File: src/rtl/pet2001ps2kbd.sv
// PS/2 keyboard front end for the PET: receives scancode frames and maintains the
// 10x8 key matrix that PIA1 scans through keyrow/keyin.
module pet2001ps2kbd #(
    parameter int unsigned FILTER  = 8,
    parameter int unsigned TIMEOUT = 100000
) (
    input  logic       clk,
    input  logic       reset_n,
    input  logic       ps2_clk,
    input  logic       ps2_data,
    input  logic [3:0] keyrow,
    output logic [7:0] keyin,
    output logic       frame_err
);
    localparam int unsigned FW = $clog2(FILTER + 1);
    localparam int unsigned TW = $clog2(TIMEOUT + 1);

    typedef enum logic [0:0] {StIdle, StShift} rx_state_e;

    logic [1:0]       pclk_sync_q, pdat_sync_q;
    logic             filt_clk_q, filt_clk_d;
    logic [FW-1:0]    filt_cnt_q, filt_cnt_d;
    logic             sample, sample_bit;
    rx_state_e        state_q, state_d;
    logic [3:0]       bit_cnt_q, bit_cnt_d;
    logic [8:0]       shreg_q, shreg_d;
    logic [TW-1:0]    tmo_q, tmo_d;
    logic             byte_rdy_q, byte_rdy_d;
    logic [7:0]       code_q, code_d;
    logic             frame_err_q, frame_err_d;
    logic             ext_q, ext_d, brk_q, brk_d;
    logic [2:0]       skip_q, skip_d;
    logic [9:0][7:0]  matrix_q, matrix_d;
    logic             km_valid;
    logic [3:0]       km_row;
    logic [2:0]       km_col;

    always_ff @(posedge clk or negedge reset_n) begin
        if (!reset_n) begin
            pclk_sync_q <= 2'b11;
            pdat_sync_q <= 2'b11;
            filt_clk_q  <= 1'b1;
            filt_cnt_q  <= '0;
            state_q     <= StIdle;
            bit_cnt_q   <= '0;
            shreg_q     <= '0;
            tmo_q       <= '0;
            byte_rdy_q  <= 1'b0;
            code_q      <= '0;
            frame_err_q <= 1'b0;
            ext_q       <= 1'b0;
            brk_q       <= 1'b0;
            skip_q      <= '0;
            matrix_q    <= '0;
        end else begin
            pclk_sync_q <= {pclk_sync_q[0], ps2_clk};
            pdat_sync_q <= {pdat_sync_q[0], ps2_data};
            filt_clk_q  <= filt_clk_d;
            filt_cnt_q  <= filt_cnt_d;
            state_q     <= state_d;
            bit_cnt_q   <= bit_cnt_d;
            shreg_q     <= shreg_d;
            tmo_q       <= tmo_d;
            byte_rdy_q  <= byte_rdy_d;
            code_q      <= code_d;
            frame_err_q <= frame_err_d;
            ext_q       <= ext_d;
            brk_q       <= brk_d;
            skip_q      <= skip_d;
            matrix_q    <= matrix_d;
        end
    end

    // The filtered clock follows the synchronized level only after FILTER stable cycles.
    always_comb begin
        filt_clk_d = filt_clk_q;
        filt_cnt_d = '0;
        if (pclk_sync_q[1] != filt_clk_q) begin
            if (filt_cnt_q == FW'(FILTER - 1)) begin
                filt_clk_d = pclk_sync_q[1];
            end else begin
                filt_cnt_d = filt_cnt_q + 1'b1;
            end
        end
    end

    assign sample     = filt_clk_q & ~filt_clk_d;
    assign sample_bit = pdat_sync_q[1];

    always_comb begin
        state_d     = state_q;
        bit_cnt_d   = bit_cnt_q;
        shreg_d     = shreg_q;
        tmo_d       = tmo_q;
        code_d      = code_q;
        byte_rdy_d  = 1'b0;
        frame_err_d = 1'b0;
        case (state_q)
            StIdle: begin
                tmo_d = '0;
                if (sample && !sample_bit) begin
                    state_d   = StShift;
                    bit_cnt_d = '0;
                end
            end
            StShift: begin
                if (sample) begin
                    tmo_d = '0;
                    if (bit_cnt_q == 4'd9) begin
                        state_d = StIdle;
                        if ((^shreg_q) && sample_bit) begin
                            byte_rdy_d = 1'b1;
                            code_d     = shreg_q[7:0];
                        end else begin
                            frame_err_d = 1'b1;
                        end
                    end else begin
                        // Shift in from the top so the first data bit ends up at bit 0.
                        shreg_d   = {sample_bit, shreg_q[8:1]};
                        bit_cnt_d = bit_cnt_q + 4'd1;
                    end
                end else if (tmo_q == TW'(TIMEOUT - 1)) begin
                    state_d     = StIdle;
                    frame_err_d = 1'b1;
                end else begin
                    tmo_d = tmo_q + 1'b1;
                end
            end
            default: state_d = StIdle;
        endcase
    end

    always_comb begin
        km_valid = 1'b1;
        km_row   = 4'd0;
        km_col   = 3'd0;
        case ({ext_q, code_q})
            9'h01C:  begin km_row = 4'd4; km_col = 3'd0; end
            9'h029:  begin km_row = 4'd9; km_col = 3'd2; end
            9'h05A:  begin km_row = 4'd6; km_col = 3'd5; end
            9'h012:  begin km_row = 4'd8; km_col = 3'd0; end
            9'h059:  begin km_row = 4'd8; km_col = 3'd5; end
            9'h172:  begin km_row = 4'd1; km_col = 3'd7; end
            default: km_valid = 1'b0;
        endcase
    end

    always_comb begin
        ext_d    = ext_q;
        brk_d    = brk_q;
        skip_d   = skip_q;
        matrix_d = matrix_q;
        if (byte_rdy_q) begin
            if (skip_q != 3'd0) begin
                skip_d = skip_q - 3'd1;
            end else if (code_q == 8'hE1) begin
                // Pause sends seven more bytes with no release semantics; swallow them.
                skip_d = 3'd7;
            end else if (code_q == 8'hE0) begin
                ext_d = 1'b1;
            end else if (code_q == 8'hF0) begin
                brk_d = 1'b1;
            end else begin
                ext_d = 1'b0;
                brk_d = 1'b0;
                if (!ext_q && !brk_q && code_q == 8'h07) begin
                    matrix_d = '0;
                end else if (km_valid) begin
                    matrix_d[km_row][km_col] = ~brk_q;
                end
            end
        end
    end

    assign keyin     = (keyrow <= 4'd9) ? ~matrix_q[keyrow] : 8'hFF;
    assign frame_err = frame_err_q;

endmodule

File: config.mk
export PLATFORM = sky130hd
export DESIGN_NAME = pet2001ps2kbd
export DESIGN_NICKNAME = d
export VERILOG_FILES = /design/src/rtl/pet2001ps2kbd.sv
export SDC_FILE = /design/constraint.sdc
export NUM_CORES = 1
export LEC_CHECK = 0
export BUFFER_PORTS_ARGS = -buffer_cell sky130_fd_sc_hd__buf_2
export CORE_MARGIN = 8
export CORE_UTILIZATION = 45
export CTS_CLUSTER_DIAMETER = 200
export DETAILED_ROUTE_END_ITERATION = 16
export SETUP_SLACK_MARGIN = 0.5
export SYNTH_ARGS = -nofsm -noshare
export SYNTH_HDL_FRONTEND = slang
export SYNTH_SLANG_ARGS = --single-unit
File: constraint.sdc
create_clock -name clk -period 3.5 [get_ports clk]
set_input_delay 0 -clock clk [delete_from_list [all_inputs] [get_ports clk]]
set_output_delay 0 -clock clk [all_outputs]
set_load 0.01 [all_outputs]
==> summary.txt, run 1 <==
Status
  – Status: finished clean

Drt
  – DR pass1 iterations: 4
  – Via density: about 5.2
  – DR WL/cell: about 14 um
  – Antenna Nets Post-Route: 0
  – WL final: roughly 7.5 mm
  – Residual DRC count: 0
  – Initial DRC count: 66
  – Via count: approximately 2.7k

STA
  – Worst hold slack: between 0.2 and 0.3 ns
  – Slew HR: between 40% and 50%
  – Slew of the pin with the lowest slew margin: approximately 0.87 ns
  – FMAX: approximately 490 MHz
  – Hold Vio Cnt, Final: 0
  – Final Skew: 0.0119 ns
  – Setup_tns: 0 ns
  – RSZ-0062 raised after global routing: no
  – Slew Viols, Final: 0
  – Tmin final: between 2 and 2.5 ns
  – Setup-failing EPs final: 0
  – Fin crit share: ~59%
  – Worst setup margin: ~1.4 ns

Floorplan
  – IO Count: 17
  – Die ar.: about 13000 um^2
  – Die height: 115 um
  – CORE AREA: 9590 um^2
  – Die width: around 110 um
  – Initial Util: a little under half
  – # rows: 36

Synth
  – Register area share after synthesis: between 50% and 60%
  – Share of the synthesized area in the top cell type: roughly 51%
  – Mapped Cells: about 370
  – Async SR Flop Fraction: 100%
  – Post-synth cell types: 52
  – YS warnings: 0
  – Synth Register Bits: 95
  – Largest cells by area after synthesis: dfrtp_1 51%, nor2b_1 5.1%, mux2_2 4.4%
  – Mapped Area: between 4000 and 5000 um^2
  – Post-synth EDFFs: 0
  – Cell taking the most area after synthesis: dfrtp_1
  – Mean Syn Cell Area: 11.9 um^2
  – Main flop type after synthesis: dfrtp_1

Layout
  – Layout Utilization: 50.0%
  – Area grow syn2layout: 9.45%
  – Layout Nets: ~400
  – Share of cells above drive strength 1: 17.4%
  – Layout Cells excl Fill: ~520
  – ANT cells: 0
  – Fillers: approximately 870

Global route
  – GR Util All Layers: 12.8%
  – Initial antenna violation count: 0
  – Largest net degree at the start of global routing: 71
  – Met1 Usage GRT: between 15 and 20%
  – GR Overflow Total: 0
  – Met3 Usage GRT: about 2.5%
  – Global-route wire length before repair: 13.5 mm
  – Vias in the first global route: 2877
  – Global route hottest layer: met2
  – GR Util met2: 20.4%

Power
  – PD cells: 415 nW/um^2
  – Leakage power: 2.20 nW
  – Worst vdd ir: roughly 0.16 mV

Setup path
  – Critical setup path kind: reg2reg
  – Worst R2R End: matrix_q[5]
  – Data required, critical path: about 3.7 ns
  – R2r setup slk: 1.44 ns
  – Reg2reg start: ext_q
  – Max FO, Critical Path: 34
  – Crit path capture type: flip-flop
  – Reg2Reg Depth: 6
  – Crit path DAT: around 2.3 ns
  – Critical path startpoint category: flip-flop

Clocking
  – Clock Latency Late Sink: 0.36 ns
  – Clock Sinks: 95
  – Hold buffers post-CTS: 3
  – CTS buffer count: 9
  – Setup bufs post-CTS: 0
  – Clock Pin Slew Worst Setup and Hold Paths: 0.10 ns
  – Clock tree buffer depth: 2
  – Cts repair resizes: 0
  – H-tree Lvls: 3
  – CTS tree: yes
  – Root Buffer: clkbuf_8

Hold path
  – Worst Hold Class: in2reg
  – Worst hold start: ps2_clk
  – Hold EP: pclk_sync_q[0]
  – Worst hold stages: 2

Place
  – Pre-CTS setup slack: approximately 1.4 ns
  – DP Wirelength: around 5.1 mm
  – DP Cell Count: roughly 500
  – GP Congestion: approximately 0.81
  – Port-buffer cells: 12

Run
  – MaxCap Viol Count: 0
## logic make-up (layout without fill, tap and decap cells)
| family | after synthesis | count (layout) | synth area share [%] |
|---|---|---|---|
| mux | 36 | 36 | 11.1 |
| other cells | 1 | 4 | 0.0855 |
| buf+inv | 22 | 42 | 2.60 |
| compound gates | 44 | 44 | 6.74 |
| flops | 95 | 95 | 54.4 |
| fa+ha+maj | 6 | 6 | 1.71 |
| xor+xnor | 22 | 22 | 5.02 |
| simple gates | 141 | 141 | 18.4 |
## sequential cells by signal, summed over array words and instances (netlist names)
register,cells
matrix_q,40
tmo_q,17
shreg_q,9
code_q,8
bit_cnt_q,4
filt_cnt_q,4
skip_q,3
pclk_sync_q,2
pdat_sync_q,2
brk_q,1
byte_rdy_q,1
ext_q,1
filt_clk_q,1
frame_err,1
state_q,1
## synth_stat cells (all sizes together) (4+ instances only)
master / count
dfrtp: 90
nor2b: 36
nor2: 26
mux2: 17
nand2: 17
o21ai: 13
nand3: 12
mux2i: 11
nor3: 11
xor2: 11
buf: 9
inv: 9
nand2b: 9
xnor2: 9
mux4: 8
nand4: 7
a21oi: 6
ha: 6
nor4: 6
a22o: 5
dfstp: 5
clkbuf: 4
o22a: 4
## layout by cell type, fill, tap and decap left out, types with 3 or more instances in the layout
master         Yosys  routed
mux2i_1           10      10
conb_1             1       4
clkbuf_8           0       9
dfstp_2            5       5
o21ai_0           13      13
dfrtp_1           90      90
buf_2              1      11
inv_1              9       9
mux2_2            17      17
nand2_1           17      17
mux4_2             8       8
nand4_1            6       6
nor2b_1           36      36
buf_4              8       3
a22o_1             5       5
xnor2_1            9       9
xor2_1            11      11
nor3_1            11      11
nand3_1           12      12
nor4_1             5       5
nor2_1            25      25
o22a_1             4       4
ha_1               6       6
o21bai_1           3       3
dlygate4sd3_1      0       3
a21oi_1            6       6
nand2b_1           9       9
## critical path: stages, from the launching register on
cell,delay [ns]
dfrtp_1,0.46
or2_1,0.30
nor3_1,0.17
or4b_1,0.49
nor2_2,0.10
buf_4,0.32
nor2b_1,0.10
## power breakdown
part | internal (mW) | switching, mW
Clock | 0.346 | 0.418
Sequential | 1.12 | 0.0176
Combinational | 0.0339 | 0.0528
## how the worst max path moves through the flow
stage / cells past startpoint / to / startpoint / slack, ns
2_1_floorplan: 6 / shreg_q[1] / filt_cnt_q[0] / 1.62
3_3_place_gp: 6 / matrix_q[58] / ext_q / 1.46
3_5_place_dp: 6 / matrix_q[0] / ext_q / 1.44
4_1_cts: 6 / matrix_q[5] / ext_q / 1.43
5_1_grt: 6 / matrix_q[72] / ext_q / 1.29
6_report: 6 / matrix_q[5] / ext_q / 1.44
## per-layer routing
metal / wire, um / vias to the layer above
li1: - / 1339
met1: 3750 / 1332
met2: 3470 / 29
met3: 212 / 8
met4: 98 / 0
met5: 0 / -
## through the flow
| step | total power, mW | cell area, um^2 |
|---|---|---|
| floorplan | 1.21 | 4400 |
| global placement | 1.24 | 4560 |
| finish | 1.99 | 4800 |
| CTS | 2.02 | 4800 |
| global route | 2.08 | 4800 |
| detailed placement | 1.25 | 4560 |
## cell type report
type / instances / area, um^2 / share of cell area (%)
multi-input combinational: 253 / 1900 / 39.6
tap: 133 / 166 / 3.47
sequential: 95 / 2380 / 49.7
clock buffer: 9 / 124 / 2.58
clock inverter: 7 / 85.1 / 1.77
inverter: 9 / 33.8 / 0.704
timing repair buffer: 17 / 108 / 2.24
Power figures use the tool's default switching activity.
==> run 2, diff against run 1 <==
==> constraint.sdc (replaced) <==
create_clock -name clk -period 2 [get_ports clk]
set_input_delay 0 -clock clk [delete_from_list [all_inputs] [get_ports clk]]
set_output_delay 0 -clock clk [all_outputs]
set_load 0.01 [all_outputs]
==> run 2 against run 1 <==
Count of clock-buffer cells in the layout is the same. Hold slack lost 0.11 ns. Via count grew 10%. Setup slack lost 1.4 ns. Maximum frequency grew 6.4%. Sequential share of layout area shrank 7.7 points. First-iteration DRC count grew 74%. Die area is the same. Sequential power grew 75%. Global-route usage grew 1.3 points. Clock skew grew 0.0021 ns.
==> summary.txt, run 2 (synthesized netlist as in run 1, its figures left out) <==
Setup path
  – R2r setup slk: roughly 0.064 ns
  – CP max stage delay: around 0.48 ns
  – Reg2reg start: shreg_q[7]
  – Critical setup path kind: reg2reg
  – Max FO, Critical Path: 5
  – Largest delay contributor family on the critical path: XOR/XNOR gates
  – CP Cell Sequence: xnor2_1 > xnor3_2 > mux2i_4 > nand4_4 > buf_6 > mux2_2
  – Critical path startpoint category: flip-flop
  – Crit path capture type: flip-flop
  – Data required, critical path: 2.25 ns
  – Crit path launch: shreg_q[7]
  – CP Buf/Inv Count: 1
  – Crit path DAT: 2.19 ns
  – CP max stage cell: xnor3_2

Layout
  – Max FFs per register: 40
  – Most frequent cells in the layout: 88 x dfrtp_1, 30 x nor2b_1, 30 x buf_4, 16 x nand2_1
  – Commonest non-fill, non-tap cell in the layout: dfrtp_1
  – Largest register by flop count: matrix_q
  – Area grow syn2layout: 29.6%
  – Layout Utilization: 59.2%
  – Fillers: between 700 and 800
  – Share of cells above drive strength 1: between 30% and 40%
  – Layout Nets: about 450
  – Regs by FF count: matrix_q: 40 flops, tmo_q: 17 flops, shreg_q: 9 flops
  – ANT cells: 0

Power
  – Leakage power: 2.56 nW
  – Worst vdd ir: ~0.35 mV
  – PD cells: 622 nW/um^2

Floorplan
  – CORE AREA: around 9600 um^2
  – Die height: 115 um
  – Die ar.: ~13000 um^2
  – # rows: 36
  – Initial Util: between 40 and 50%
  – Die width: 115 um
  – IO Count: 17

Place
  – Port-buffer cells: 12
  – DP Wirelength: between 5 and 6 mm
  – GP Congestion: around 0.8
  – Pre-CTS setup slack: 0.0624 ns

Clocking
  – Clock Latency Late Sink: 0.36 ns
  – CTS buffer count: 9
  – CTS tree: yes
  – H-tree Lvls: 3
  – Clock tree buffer depth: 2
  – Clock Pin Slew Worst Setup and Hold Paths: ~0.1 ns
  – Clock Sinks: 95
  – Root Buffer: clkbuf_8

Drt
  – Via density: about 5.2
  – WL final: approximately 9 mm
  – Via count: roughly 3.0k
  – Residual DRC count: 0
  – DR WL/cell: between 15 and 20 um
  – DR pass1 iterations: 5
  – Antenna Nets Post-Route: 0
  – Initial DRC count: 115

STA
  – Setup_tns: 0 ns
  – Worst setup margin: ~0.064 ns
  – Setup-failing EPs final: 0
  – Tmin final: slightly below 2 ns
  – Fin crit share: ~97%
  – Final Skew: between 0.01 and 0.015 ns
  – Worst hold slack: about 0.17 ns
  – RSZ-0062 raised after global routing: yes
  – Hold Vio Cnt, Final: 0
  – Slew Viols, Final: 0
  – FMAX: between 500 and 600 MHz
  – Slew HR: between 60 and 70%
  – Slew of the pin with the lowest slew margin: approximately 0.56 ns

Global route
  – GR Overflow Total: 0
  – Largest net degree at the start of global routing: 44
  – Vias in the first global route: roughly 3.0k
  – GR Util All Layers: between 10 and 15%
  – Initial antenna violation count: 0
  – Global-route wire length before repair: roughly 15 mm

Status
  – Status: finished clean

Hold path
  – Worst Hold Class: in2async

Run
  – MaxCap Viol Count: 0
==> run 2: changes by cell type in the layout (fill, tap and decap cells not counted), sizes merged <==
cell and change:
buf +48, clkbuf +1, clkinv +2, clkinvlp -2
or3 +1
==> run 2: area by class of cell <==
cell class	instances	area, um^2	area share (%)
multi-input cells	254	2250	39.5
inverters	9	33.8	0.594
well taps	133	166	2.93
repair buffers	66	638	11.2
flip-flops and latches	95	2390	42.0
clock inverters	7	87.6	1.54
clock buffers	9	124	2.18
==> run 2: stage by stage <==
| stage | power (mW) | instance area (um^2) | instances |
|---|---|---|---|
| after detailed placement | 2.19 | 4750 | 515 |
| after global placement | 2.18 | 4750 | 515 |
| after CTS | 3.57 | 5340 | 561 |
| after floorplan | 2.12 | 4500 | 370 |
| final | 3.53 | 5680 | 573 |
| after global routing | 3.70 | 5680 | 573 |
==> run 2: path summary, 6_finish.rpt <==
kind / endpoint / depth (start not counted)
min reg2reg: pclk_sync_q[1] / 0
max: code_q[2] / 6
max reg2reg: code_q[2] / 6
min: matrix_q[64] / 2
min in group clk: pclk_sync_q[0] / 2
max in group asynchronous: pdat_sync_q[1] / 3
==> run 2: layer usage <==
metal | track usage, % | up-vias | share of wire, %
met5 | 0 | - | 0
met4 | 6.13 | 0 | 1.3
met3 | 2.48 | 11 | 2.9
met2 | 22.2 | 50 | 48
met1 | 18.7 | 1486 | 47
li1 | - | 1437 | -
==> run 2: repair_timing <==
item                                   in CTS  in global routing
pin swaps                                  17                 13
hold buffers                                3                  0
gates cloned                                3                  1
endpoints found under the hold margin      43                  0
setup buffers                              24                 11
setup endpoints to repair                  88                 90
gates resized for setup                    28                 54
==> run 2: where the power goes <==
part | leakage [nW] | switching [mW] | total, mW | internal, mW
clock | 0.108 | 0.732 | 1.34 | 0.609
combinational | 1.15 | 0.102 | 0.196 | 0.0938
sequential | 1.30 | 0.0285 | 1.99 | 1.97
total | 2.56 | 0.863 | 3.53 | 2.67
